<file path="src/rtl/demux_deserializer.sv">
// Collects a serial bitstream into W-bit frames after sync; data_out updates on the edge the last bit lands (zero latency).
// Newest frame overwrites an unconsumed one; optional sticky overflow port under DEMUX_DESERIALIZER_OVERFLOW_EN.
module demux_deserializer #(
  parameter string ARCHITECTURE = "BEHAVIORAL",
  parameter int    SELECT_LINES = 4
) (
  input  logic                         clk,
  input  logic                         rst_n,
  input  logic                         data_in,
  input  logic                         data_valid,
  input  logic                         sync,
  input  logic                         out_ready,
  output logic [(2**SELECT_LINES)-1:0] data_out,
  output logic                         data_out_valid,
  output logic [SELECT_LINES-1:0]      frame_ptr,
  output logic                         locked
`ifdef DEMUX_DESERIALIZER_OVERFLOW_EN
  ,
  output logic                         overflow
`endif
);

  localparam int W = 2**SELECT_LINES;
  localparam logic [SELECT_LINES-1:0] LAST_IDX = SELECT_LINES'(W - 1);

  // Vendor variants share the behavioural datapath; anything else is a configuration error.
  if (!(ARCHITECTURE == "BEHAVIORAL" || ARCHITECTURE == "VIRTEX5" || ARCHITECTURE == "VIRTEX6")) begin : g_bad_arch
    $error("demux_deserializer: unsupported ARCHITECTURE");
  end
  if (SELECT_LINES < 1 || SELECT_LINES > 8) begin : g_bad_width
    $error("demux_deserializer: SELECT_LINES must be 1..8");
  end

  typedef enum logic {WAIT_SYNC = 1'b0, COLLECT = 1'b1} state_t;

  state_t                  state, state_nxt;
  logic [W-1:0]            shadow, shadow_nxt;
  logic [W-1:0]            data_out_nxt;
  logic                    data_out_valid_nxt;
  logic [SELECT_LINES-1:0] frame_ptr_nxt;
  logic                    frame_done;

  always_ff @(posedge clk or negedge rst_n) begin
    if (!rst_n) begin
      state          <= WAIT_SYNC;
      shadow         <= '0;
      data_out       <= '0;
      data_out_valid <= 1'b0;
      frame_ptr      <= '0;
    end else begin
      state          <= state_nxt;
      shadow         <= shadow_nxt;
      data_out       <= data_out_nxt;
      data_out_valid <= data_out_valid_nxt;
      frame_ptr      <= frame_ptr_nxt;
    end
  end

  always_comb begin
    state_nxt          = state;
    shadow_nxt         = shadow;
    frame_ptr_nxt      = frame_ptr;
    data_out_nxt       = data_out;
    data_out_valid_nxt = data_out_valid & ~out_ready;
    frame_done         = 1'b0;
    if (data_valid) begin
      if (sync) begin
        // A sync always restarts framing, discarding any partial frame.
        shadow_nxt[0] = data_in;
        frame_ptr_nxt = SELECT_LINES'(1);
        state_nxt     = COLLECT;
      end else if (state == COLLECT) begin
        shadow_nxt[frame_ptr] = data_in;
        frame_ptr_nxt         = frame_ptr + 1'b1;
        if (frame_ptr == LAST_IDX) begin
          frame_done         = 1'b1;
          data_out_nxt       = shadow_nxt;
          data_out_valid_nxt = 1'b1;
        end
      end
    end
  end

  assign locked = (state == COLLECT);

`ifdef DEMUX_DESERIALIZER_OVERFLOW_EN
  always_ff @(posedge clk or negedge rst_n) begin
    if (!rst_n) begin
      overflow <= 1'b0;
    end else if (frame_done && data_out_valid && !out_ready) begin
      overflow <= 1'b1;
    end
  end
`endif

endmodule

</file>
<file path="config.mk">
export PLATFORM = sky130hd
export DESIGN_NAME = demux_deserializer
export DESIGN_NICKNAME = d
export VERILOG_FILES = /design/src/rtl/demux_deserializer.sv
export SDC_FILE = /design/constraint.sdc
export NUM_CORES = 1
export LEC_CHECK = 0
export BUFFER_PORTS_ARGS = -buffer_cell sky130_fd_sc_hd__buf_2
export CAP_MARGIN = 10
export CORE_ASPECT_RATIO = 1.2
export CORE_MARGIN = 8
export CORE_UTILIZATION = 50
export DETAILED_ROUTE_END_ITERATION = 8
export GPL_TIMING_DRIVEN = 0
export HOLD_SLACK_MARGIN = 0.08
export PLACE_DENSITY_LB_ADDON = 0.15
export RECOVER_POWER = 25
export SLEW_MARGIN = 20
export SYNTH_ARGS = -nofsm -noshare
export SYNTH_HDL_FRONTEND = slang
export SYNTH_SLANG_ARGS = --single-unit
</file>
<file path="constraint.sdc">
create_clock -name clk -period 2.55 [get_ports clk]
set_input_delay 0.1275 -clock clk [delete_from_list [all_inputs] [get_ports clk]]
set_output_delay 0.1275 -clock clk [all_outputs]
set_load 0.01 [all_outputs]
</file>
==> results of run 1 <==
## worst max path at each step
stage / from / endpoint / slack, ns / cells after the start
5_1_grt: frame_ptr[0] / data_out[11] / 0.50 / 7
2_1_floorplan: frame_ptr[0] / data_out[10] / 0.72 / 7
3_5_place_dp: frame_ptr[0] / data_out[11] / 0.63 / 7
3_3_place_gp: frame_ptr[0] / data_out[11] / 0.64 / 7
4_1_cts: frame_ptr[0] / data_out[11] / 0.61 / 7
6_report: frame_ptr[0] / data_out[11] / 0.62 / 7
## worst max-delay path, cell delays in order (launching register included)
cell and delay, ns:
dfrtp_1 0.47, ha_1 0.24, and2_1 0.13, clkbuf_2 0.19, and3_4 0.20, buf_6 0.14
buf_8 0.14, mux2_4 0.30
## registers in the layout, indices dropped and copies added, names as in the netlist
signal / flops
shadow: 15
data_out_valid: 1
locked: 1
frame_ptr: 4
data_out: 16
## per-layer routing
layer | vias up | GRT usage, % | share of wire (%)
met5 | - | 0 | 0
met4 | 0 | 5.63 | 1.5
met3 | 7 | 5.30 | 5.9
met2 | 22 | 22.3 | 51
met1 | 577 | 13.3 | 41
li1 | 574 | - | -
## cell families after synthesis
group,count (synthesis),synth area share [%]
multiplexers,28,18.7
buffers and inverters,20,5.96
flip-flops,37,53.1
AO/OA/AOI/OAI,21,7.39
adder cells (fa/ha/maj),4,2.87
AND/OR/NAND/NOR,32,11.9
## per-stage QoR
step / power, mW / utilization (%)
after floorplan: 0.875 / -
after global placement: 0.947 / 57.5
after detailed placement: 0.959 / 57.5
after CTS: 1.56 / 61.8
after global routing: 1.61 / 61.0
final: 1.54 / 61.0
## repair_timing
action	4_1_cts	5_1_grt
hold buffers	1	0
hold endpoints to repair	37	0
endpoints found under the setup margin	0	0
## power by group through the flow
stage / sequential (mW) / combinational (mW) / clock (mW)
2_1_floorplan: 0.712 / 0.163 / 0
3_3_place_gp: 0.715 / 0.232 / 0
3_5_place_dp: 0.719 / 0.240 / 0
4_1_cts: 0.707 / 0.241 / 0.609
5_1_grt: 0.718 / 0.265 / 0.624
6_report: 0.708 / 0.233 / 0.597
## Yosys cell counts, drive strengths merged
cell type	number	area, um2
nor4bb	1	10.0
nor2b	2	12.5
a21boi	3	22.5
a21oi	1	5.00
a22o	1	8.76
and3	1	11.3
mux2	28	327
clkbuf	6	23.8
ha	4	50.1
nand4b	3	26.3
nand2b	1	6.26
nand4	10	62.6
and3b	1	8.76
a41oi	1	8.76
nand2	2	7.51
o21ai	12	60.1
nand3	4	20.0
o41ai	1	8.76
nor2	1	3.75
nand3b	2	15.0
dfrtp	37	926
nor3	2	10.0
nor3b	1	7.51
a21o	2	15.0
inv	10	37.5
and2	1	6.26
buf	4	42.5
## cell type report
class,instances,area share (%)
sequential,37,45.5
multi-input combinational,85,35.0
tap,37,2.27
clock inverter,3,3.20
timing repair buffer,27,5.53
inverter,10,1.84
buffer,10,3.26
clock buffer,5,3.38
==> flow_metrics.tcl, run 1 <==
set metrics [dict create \
    worstRegToRegCells 7 \
    core_mm2 0.00334 \
    diodes 0 \
    cts_resized 0 \
    drt-initial-drc-count 56 \
    area_delta_synth_final_pct 16.8 \
    fmax_mhz 517 \
    slew_headroom_pct 45.8 \
    place_inst 205 \
    multi_input_area_um2 713 \
    routabilityCongestion 0.787 \
    timing.rr.end "data_out[11]" \
    hold_ws_ns 0.0977 \
    ys_ff_latch 37 \
    routed_via_density 5.51 \
    die_y_um 80.7 \
    leakage_nw 0.958 \
    reg2reg_setup_slack_ns 0.62 \
    crit_type "reg -> reg" \
    finalCriticalPeriod_ns 1.93 \
    drt-total-wl_um 3420 \
    p_comb_share_pct 15.1 \
    hold_class "in -> reg" \
    overflow 0 \
    fin_crit_sh_pct 75.8 \
    ir_drop_mv 0.566 \
    grt_pass1_wl_um 5780 \
    io_pins 28 \
    cts_root_buf "clkbuf_8" \
    min_from "out_ready" \
    setup_viol 0 \
    regArea_um2 926 \
    num_vias 1180 \
    fp-row-count 23 \
    final_antenna_net_count 0 \
    r2r-start "frame_ptr[0]" \
    syn_area_per_cell_um2 12.3 \
    ys_seq_area_share_pct 53.1 \
    netlist_area_mm2 0.00174 \
    syn_inst 142 \
    post-place-ws_ns 0.627 \
    crit_required_ns 2.72 \
    crit_fanout 10 \
    rsz0062_at_grt "no" \
    htree_num_levels 2 \
    placedInstanceArea_mm2 0.00192 \
    setup_tns_ns 0 \
    n_fill_cell 285 \
    p_int_mw 1.15 \
    dr.pass1.iters 2 \
    hold_end "data_out_valid" \
    fin_ws_ns 0.616 \
    cts_tree "done" \
    mostFrequentLayoutCell "dfrtp_1" \
    worstPathArrival_ns 2.11 \
    cts.sinks 37 \
    grt_max_degree 38 \
    layout.cells.most_common_list "37 x dfrtp_1, 27 x clkbuf_1, 25 x mux2_2, 12 x o21ai_0" \
    fin_nets 186 \
    power.density_mw_per_mm2 756 \
    slew_viol_final 0 \
    postCtsSetupBuffers 0 \
    fp.dieW_um 69.9 \
    grt_util_all_layers_pct 12.8 \
    seqPwrFrac_pct 46.0 \
    pwr-share-clk_pct 38.8 \
    cts_buffers 5 \
    drc 0 \
    synth_nets 152 \
    holdPathStages 3 \
    hpwl_um 2490 \
    clkTransAtPathRegs_ns 0.08 \
    final_cells 214 \
    clk_path_buf_depth 2 \
    initial_core_util_pct 52.2 \
    max_slew.worst_pin.slew_ns 0.813 \
    grt_pass1_vias 1260 \
    p_switching_mw 0.384 \
    ys_types 31 \
    yosysWarnings 0 \
    portBuffers 26 \
    dieArea_mm2 0.00564 \
    wl_per_cell_um 16.0 \
    endpoint_kind "flip-flop" \
    switching_share_pct 24.9 \
    clock_latency_ns 0.29 \
    drive_above_1_share_pct 26.0 \
    maxCapViolations 0 \
    antenna_found_initial 0 \
    outcome "finished, final reports clean" \
    fin_skew_ns 0.00604 \
    hold_viol_final 0 \
    postLayoutCellArea_mm2 0.00204 \
    cp-start-kind "flip-flop" \
]
Note: power is estimated with default switching activity, not from simulation.
==> run 2, diff against run 1 <==
--- a/config.mk
+++ b/config.mk
@@ -5,6 +5,7 @@
 export SDC_FILE = /design/constraint.sdc
 export NUM_CORES = 1
 export LEC_CHECK = 0
+export ABC_AREA = 1
 export BUFFER_PORTS_ARGS = -buffer_cell sky130_fd_sc_hd__buf_2
 export CAP_MARGIN = 10
 export CORE_ASPECT_RATIO = 1.2
==> constraint.sdc (replaced) <==
create_clock -name clk -period 1.7 [get_ports clk]
set_input_delay 0.085 -clock clk [delete_from_list [all_inputs] [get_ports clk]]
set_output_delay 0.085 -clock clk [all_outputs]
set_load 0.01 [all_outputs]
==> run 2 against run 1 <==
  * First-iteration DRC count is 89% higher
  * Non-clock buffer count is 3 higher
  * Highest routed layer unchanged
  * Clock-buffer cell count is 1 higher
  * Combinational power is 36% higher
==> flow_metrics.tcl, run 2 <==
set metrics [dict create \
    fin_crit_sh_pct 85.7 \
    slew_headroom_pct 40.0 \
    dr.pass1.iters 4 \
    endpoint_kind "flip-flop" \
    async_reset_ff_share_pct 100 \
    wl_per_cell_um 12.6 \
    ys_types 19 \
    die_y_um 81.0 \
    max_slew.worst_pin.slew_ns 0.899 \
    diodes 0 \
    leakage_nw 1.06 \
    area_delta_synth_final_pct 18.3 \
    clkTransAtPathRegs_ns 0.07 \
    syn_inst 218 \
    setup_tns_ns 0 \
    cp-start-kind "flip-flop" \
    crit_fanout 9 \
    syn_area_per_cell_um2 8.09 \
    routabilityCongestion 0.778 \
    antenna_found_initial 0 \
    grt_pass1_vias 1495 \
    worstPathArrival_ns 1.62 \
    core_mm2 0.00337 \
    layout.cells.most_common_list "104 x nand2_1, 37 x dfrtp_1, 24 x clkbuf_1, 21 x o21ai_0" \
    num_vias 1456 \
    yosysWarnings 0 \
    cts_tree "done" \
    ys.flop_type "dfrtp_1" \
    outcome "finished, final reports clean" \
    clock_latency_ns 0.29 \
    cts_hold_buf 5 \
    power_mw 2.12 \
    netlist_top_cells_area "dfrtp_1 53%, nand2_1 22%, o21ai_0 6.0%" \
    largest_register "data_out" \
    clk_path_buf_depth 2 \
    crit_type "reg -> reg" \
    hpwl_um 2570 \
    hold_viol_final 0 \
    initial_core_util_pct 52.4 \
    cts_buffers 5 \
    ys_ff_latch 37 \
    fmax_mhz 686 \
    ir_drop_mv 0.678 \
    cts.sinks 37 \
    fp.dieW_um 70.2 \
    drc 0 \
    power.density_mw_per_mm2 1020 \
    crit_required_ns 1.86 \
    ys_seq_area_share_pct 52.5 \
    synth_enable_flop_cells 0 \
    drive_above_1_share_pct 10.5 \
    cts_root_buf "clkbuf_8" \
    rsz0062_at_grt "no" \
    io_pins 28 \
    synth_top_area_share_pct 52.5 \
    mostFrequentLayoutCell "nand2_1" \
    netlist_area_mm2 0.00176 \
    yosysMostFrequentCell "nand2_1" \
    grt_pass1_wl_um 6800 \
    synth_top_area_cell "dfrtp_1" \
    fin_ws_ns 0.243 \
    drt-total-wl_um 3720 \
    maxCapViolations 0 \
    postLayoutCellArea_mm2 0.00209 \
    final_antenna_net_count 0 \
    postCtsSetupBuffers 0 \
    fp-row-count 23 \
    drt-initial-drc-count 106 \
    grt_max_degree 38 \
    finalCriticalPeriod_ns 1.46 \
    portBuffers 27 \
    fin_nets 267 \
    fin_skew_ns 0.00600 \
    grt_util_all_layers_pct 14.6 \
    netlist_top_cells_count "104 x nand2_1, 37 x dfrtp_1, 21 x o21ai_0" \
    reg_top3 "data_out: 16 flops, shadow: 15 flops, frame_ptr: 4 flops" \
    largest_register_ffs 16 \
    placedInstanceArea_mm2 0.00194 \
    cts_resized 0 \
    routed_via_density 4.94 \
    synth_nets 228 \
    dieArea_mm2 0.00569 \
    htree_num_levels 2 \
    hold_class "in -> reg" \
    setup_viol 0 \
    slew_viol_final 0 \
    post-place-ws_ns 0.254 \
    overflow 0 \
]
run 2: cell types whose count changed after synthesis, sizes merged, moves of 6 or more:
cell	before	now
nor2	1	7
nand2	2	105
nand3	4	13
nand4	10	0
mux2	28	0
o21ai	12	24
run 2: path summary, 6_finish.rpt:
path,startpoint,endpoint,slack (ns),depth (start not counted)
max,frame_ptr[2],shadow[1],0.24,5
min,data_in,data_out[15],0.1,3
max reg2reg,frame_ptr[2],shadow[1],0.24,5
min reg2reg,data_out[5],data_out[5],0.48,2
max in group asynchronous,rst_n,data_out[8],0.69,2
min in group asynchronous,rst_n,shadow[2],0.45,2
run 2: area by class of cell:
cell class                 instances  area, um2
sequential                        37        926
timing repair buffer              32        156
buffer                             8       62.6
multi-input combinational        158        718
tap                               37       46.3
inverter                          15       56.3
fill                             323       1280
clock inverter                     2       37.5
clock buffer                       6       82.6
run 2: critical path, stage by stage (launching register included):
cell and delay (ns):
dfrtp_1 0.39, buf_6 0.14, nor2_1 0.24, nand2_1 0.11, o21ai_0 0.30, o21ai_0 0.13
run 2: per-stage QoR:
step                      util, %  cells  hold WS, ns
after floorplan                 -    218       -0.211
after global placement       57.7    282        0.227
after detailed placement     57.7    282        0.231
after CTS                    62.8    295       0.0906
after global routing         61.9    295       0.0921
final                        61.9    295       0.0959
run 2: per-layer routing:
metal	up-vias	track usage [%]	part of all wire, %
li1	766	-	-
met1	662	18.5	49
met2	23	22.5	45
met3	5	4.38	4.6
met4	0	7.24	1.5
met5	-	0	0
run 2: where the power goes:
part / total (mW) / internal [mW] / leakage, nW / switching, mW
sequential: 1.01 / 0.960 / 0.500 / 0.0475
combinational: 0.316 / 0.115 / 0.508 / 0.201
clock: 0.794 / 0.477 / 0.0574 / 0.317
run 2: cells by family after synthesis:
| logic type | count (synthesis) | synth area share [%] |
|---|---|---|
| adder cells (fa/ha/maj) | 4 | 2.84 |
| buffers and inverters | 23 | 6.74 |
| AO/OA/AOI/OAI | 28 | 8.87 |
| flip-flops | 37 | 52.5 |
| AND/OR/NAND/NOR | 125 | 28.5 |
| XOR/XNOR | 1 | 0.497 |
==> run 3, diff against run 2 <==
--- a/config.mk
+++ b/config.mk
@@ -14,6 +14,7 @@
 export DETAILED_ROUTE_END_ITERATION = 8
 export GPL_TIMING_DRIVEN = 0
 export HOLD_SLACK_MARGIN = 0.08
+export MAX_ROUTING_LAYER = met4
 export PLACE_DENSITY_LB_ADDON = 0.15
 export RECOVER_POWER = 25
 export SLEW_MARGIN = 20
==> constraint.sdc (replaced) <==
create_clock -name clk -period 1.8 [get_ports clk]
set_input_delay 0.09 -clock clk [delete_from_list [all_inputs] [get_ports clk]]
set_output_delay 0.09 -clock clk [all_outputs]
set_load 0.01 [all_outputs]
==> run 3 against run 2 <==
  * Global-route usage increased by 0.46 points
  * Power decreased by 5.5%
  * Design area unchanged
  * Via count unchanged
  * Clock-buffer cell count unchanged
  * Critical path type unchanged
==> flow_metrics.tcl, run 3 (same netlist as run 2, synthesis figures left out) <==
set metrics [dict create \
    outcome "finished, final reports clean" \
    clkTransAtPathRegs_ns 0.07 \
    placedInstanceArea_mm2 0.00194 \
    cts_buffers 5 \
    hold_class "in -> reg" \
    grt_pass1_vias 1495 \
    drc 0 \
    cts_resized 0 \
    die_y_um 81.0 \
    post-place-ws_ns 0.354 \
    setup_tns_ns 0 \
    ir_drop_mv 0.640 \
    wl_per_cell_um 12.6 \
    postLayoutCellArea_mm2 0.00209 \
    power.density_mw_per_mm2 959 \
    fin_util_pct 61.9 \
    routed_via_density 4.94 \
    overflow 0 \
    finalCriticalPeriod_ns 1.46 \
    grt_max_degree 38 \
    fp-row-count 23 \
    num_vias 1456 \
    slew_headroom_pct 40.1 \
    grt_util_all_layers_pct 15.1 \
    cp-start-kind "flip-flop" \
    area_delta_synth_final_pct 18.3 \
    hpwl_um 2570 \
    maxCapViolations 0 \
    antenna_found_initial 0 \
    largest_register_ffs 16 \
    crit_required_ns 1.96 \
    cts.sinks 37 \
    clock_latency_ns 0.29 \
    slew_viol_final 0 \
    portBuffers 27 \
    layout.cells.most_common_list "104 x nand2_1, 37 x dfrtp_1, 24 x clkbuf_1, 21 x o21ai_0" \
    fmax_mhz 687 \
    dr.pass1.iters 4 \
    reg2reg_setup_slack_ns 0.34 \
    rsz0062_at_grt "no" \
    diodes 0 \
    hold_viol_final 0 \
    crit_fanout 9 \
    grt_pass1_wl_um 6800 \
    fp.dieW_um 70.2 \
    startpoint "frame_ptr[2]" \
    io_pins 28 \
    fin_ws_ns 0.345 \
    hold_ws_ns 0.101 \
    dieArea_mm2 0.00569 \
    worstRegToRegCells 5 \
    fin_skew_ns 0.00604 \
    endpoint "shadow[1]" \
    routabilityCongestion 0.789 \
    worstPathArrival_ns 1.62 \
    htree_num_levels 2 \
    initial_core_util_pct 52.4 \
    holdPathStages 3 \
    fin_nets 267 \
    crit_type "reg -> reg" \
    final_antenna_net_count 0 \
    fin_crit_sh_pct 80.9 \
    reg_top3 "data_out: 16 flops, shadow: 15 flops, frame_ptr: 4 flops" \
    timing.rr.end "shadow[1]" \
    cts_root_buf "clkbuf_8" \
    setup_viol 0 \
    clk_path_buf_depth 2 \
    largest_register "data_out" \
    max_slew.worst_pin.slew_ns 0.899 \
    endpoint_kind "flip-flop" \
    cts_tree "done" \
    drt-initial-drc-count 110 \
    r2r-start "frame_ptr[2]" \
    drt-total-wl_um 3720 \
    drive_above_1_share_pct 10.5 \
    core_mm2 0.00337 \
    leakage_nw 1.06 \
    mostFrequentLayoutCell "nand2_1" \
]
==> run 3: area by class of cell <==
class,count,area [um2]
flip-flops and latches,37,926
inverters,15,56.3
clock inverters,2,37.5
repair buffers,32,156
fillers,323,1280
multi-input cells,158,718
well taps,37,46.3
clock buffers,6,82.6
plain buffers,8,62.6
==> run 3: metal layers <==
layer | track usage, % | wire length (um) | up-vias | share of wire (%)
li1 | - | - | 766 | -
met1 | 18.7 | 1830 | 660 | 49
met2 | 22.5 | 1660 | 25 | 45
met3 | 4.02 | 168 | 5 | 4.5
met4 | 7.24 | 57 | 0 | 1.5
met5 | - | 0 | - | 0
==> run 3: worst max-delay path: stages, from the launching register on <==
cell and delay (ns):
dfrtp_1 0.39, buf_6 0.14, nor2_1 0.24, nand2_1 0.11, o21ai_0 0.30, o21ai_0 0.13
==> run 3: how the worst min path moves through the flow <==
stage	slack, ns	to	startpoint
floorplan	-0.21	data_out[0]	rst_n
global placement	0.23	data_out[2]	rst_n
detailed placement	0.24	data_out[2]	rst_n
CTS	0.1	data_out[15]	data_in
global route	0.1	data_out[15]	data_in
finish	0.10	data_out[15]	data_in
==> run 3: metrics by stage <==
stage,total power [mW],cells
final,2.00,295
after floorplan,1.17,218
after global routing,2.13,295
after global placement,1.25,282
after CTS,2.03,295
after detailed placement,1.26,282
==> run 3: power breakdown <==
group          switching [mW]  leakage [nW]  internal [mW]
combinational           0.190         0.508          0.109
clock                   0.300        0.0574          0.450
sequential             0.0448         0.500          0.907
==> run 3: what timing repair did <==
action                    in CTS  in global routing
hold endpoints to repair      40                  0
hold buffers                   5                  0
setup buffers                  0                  0
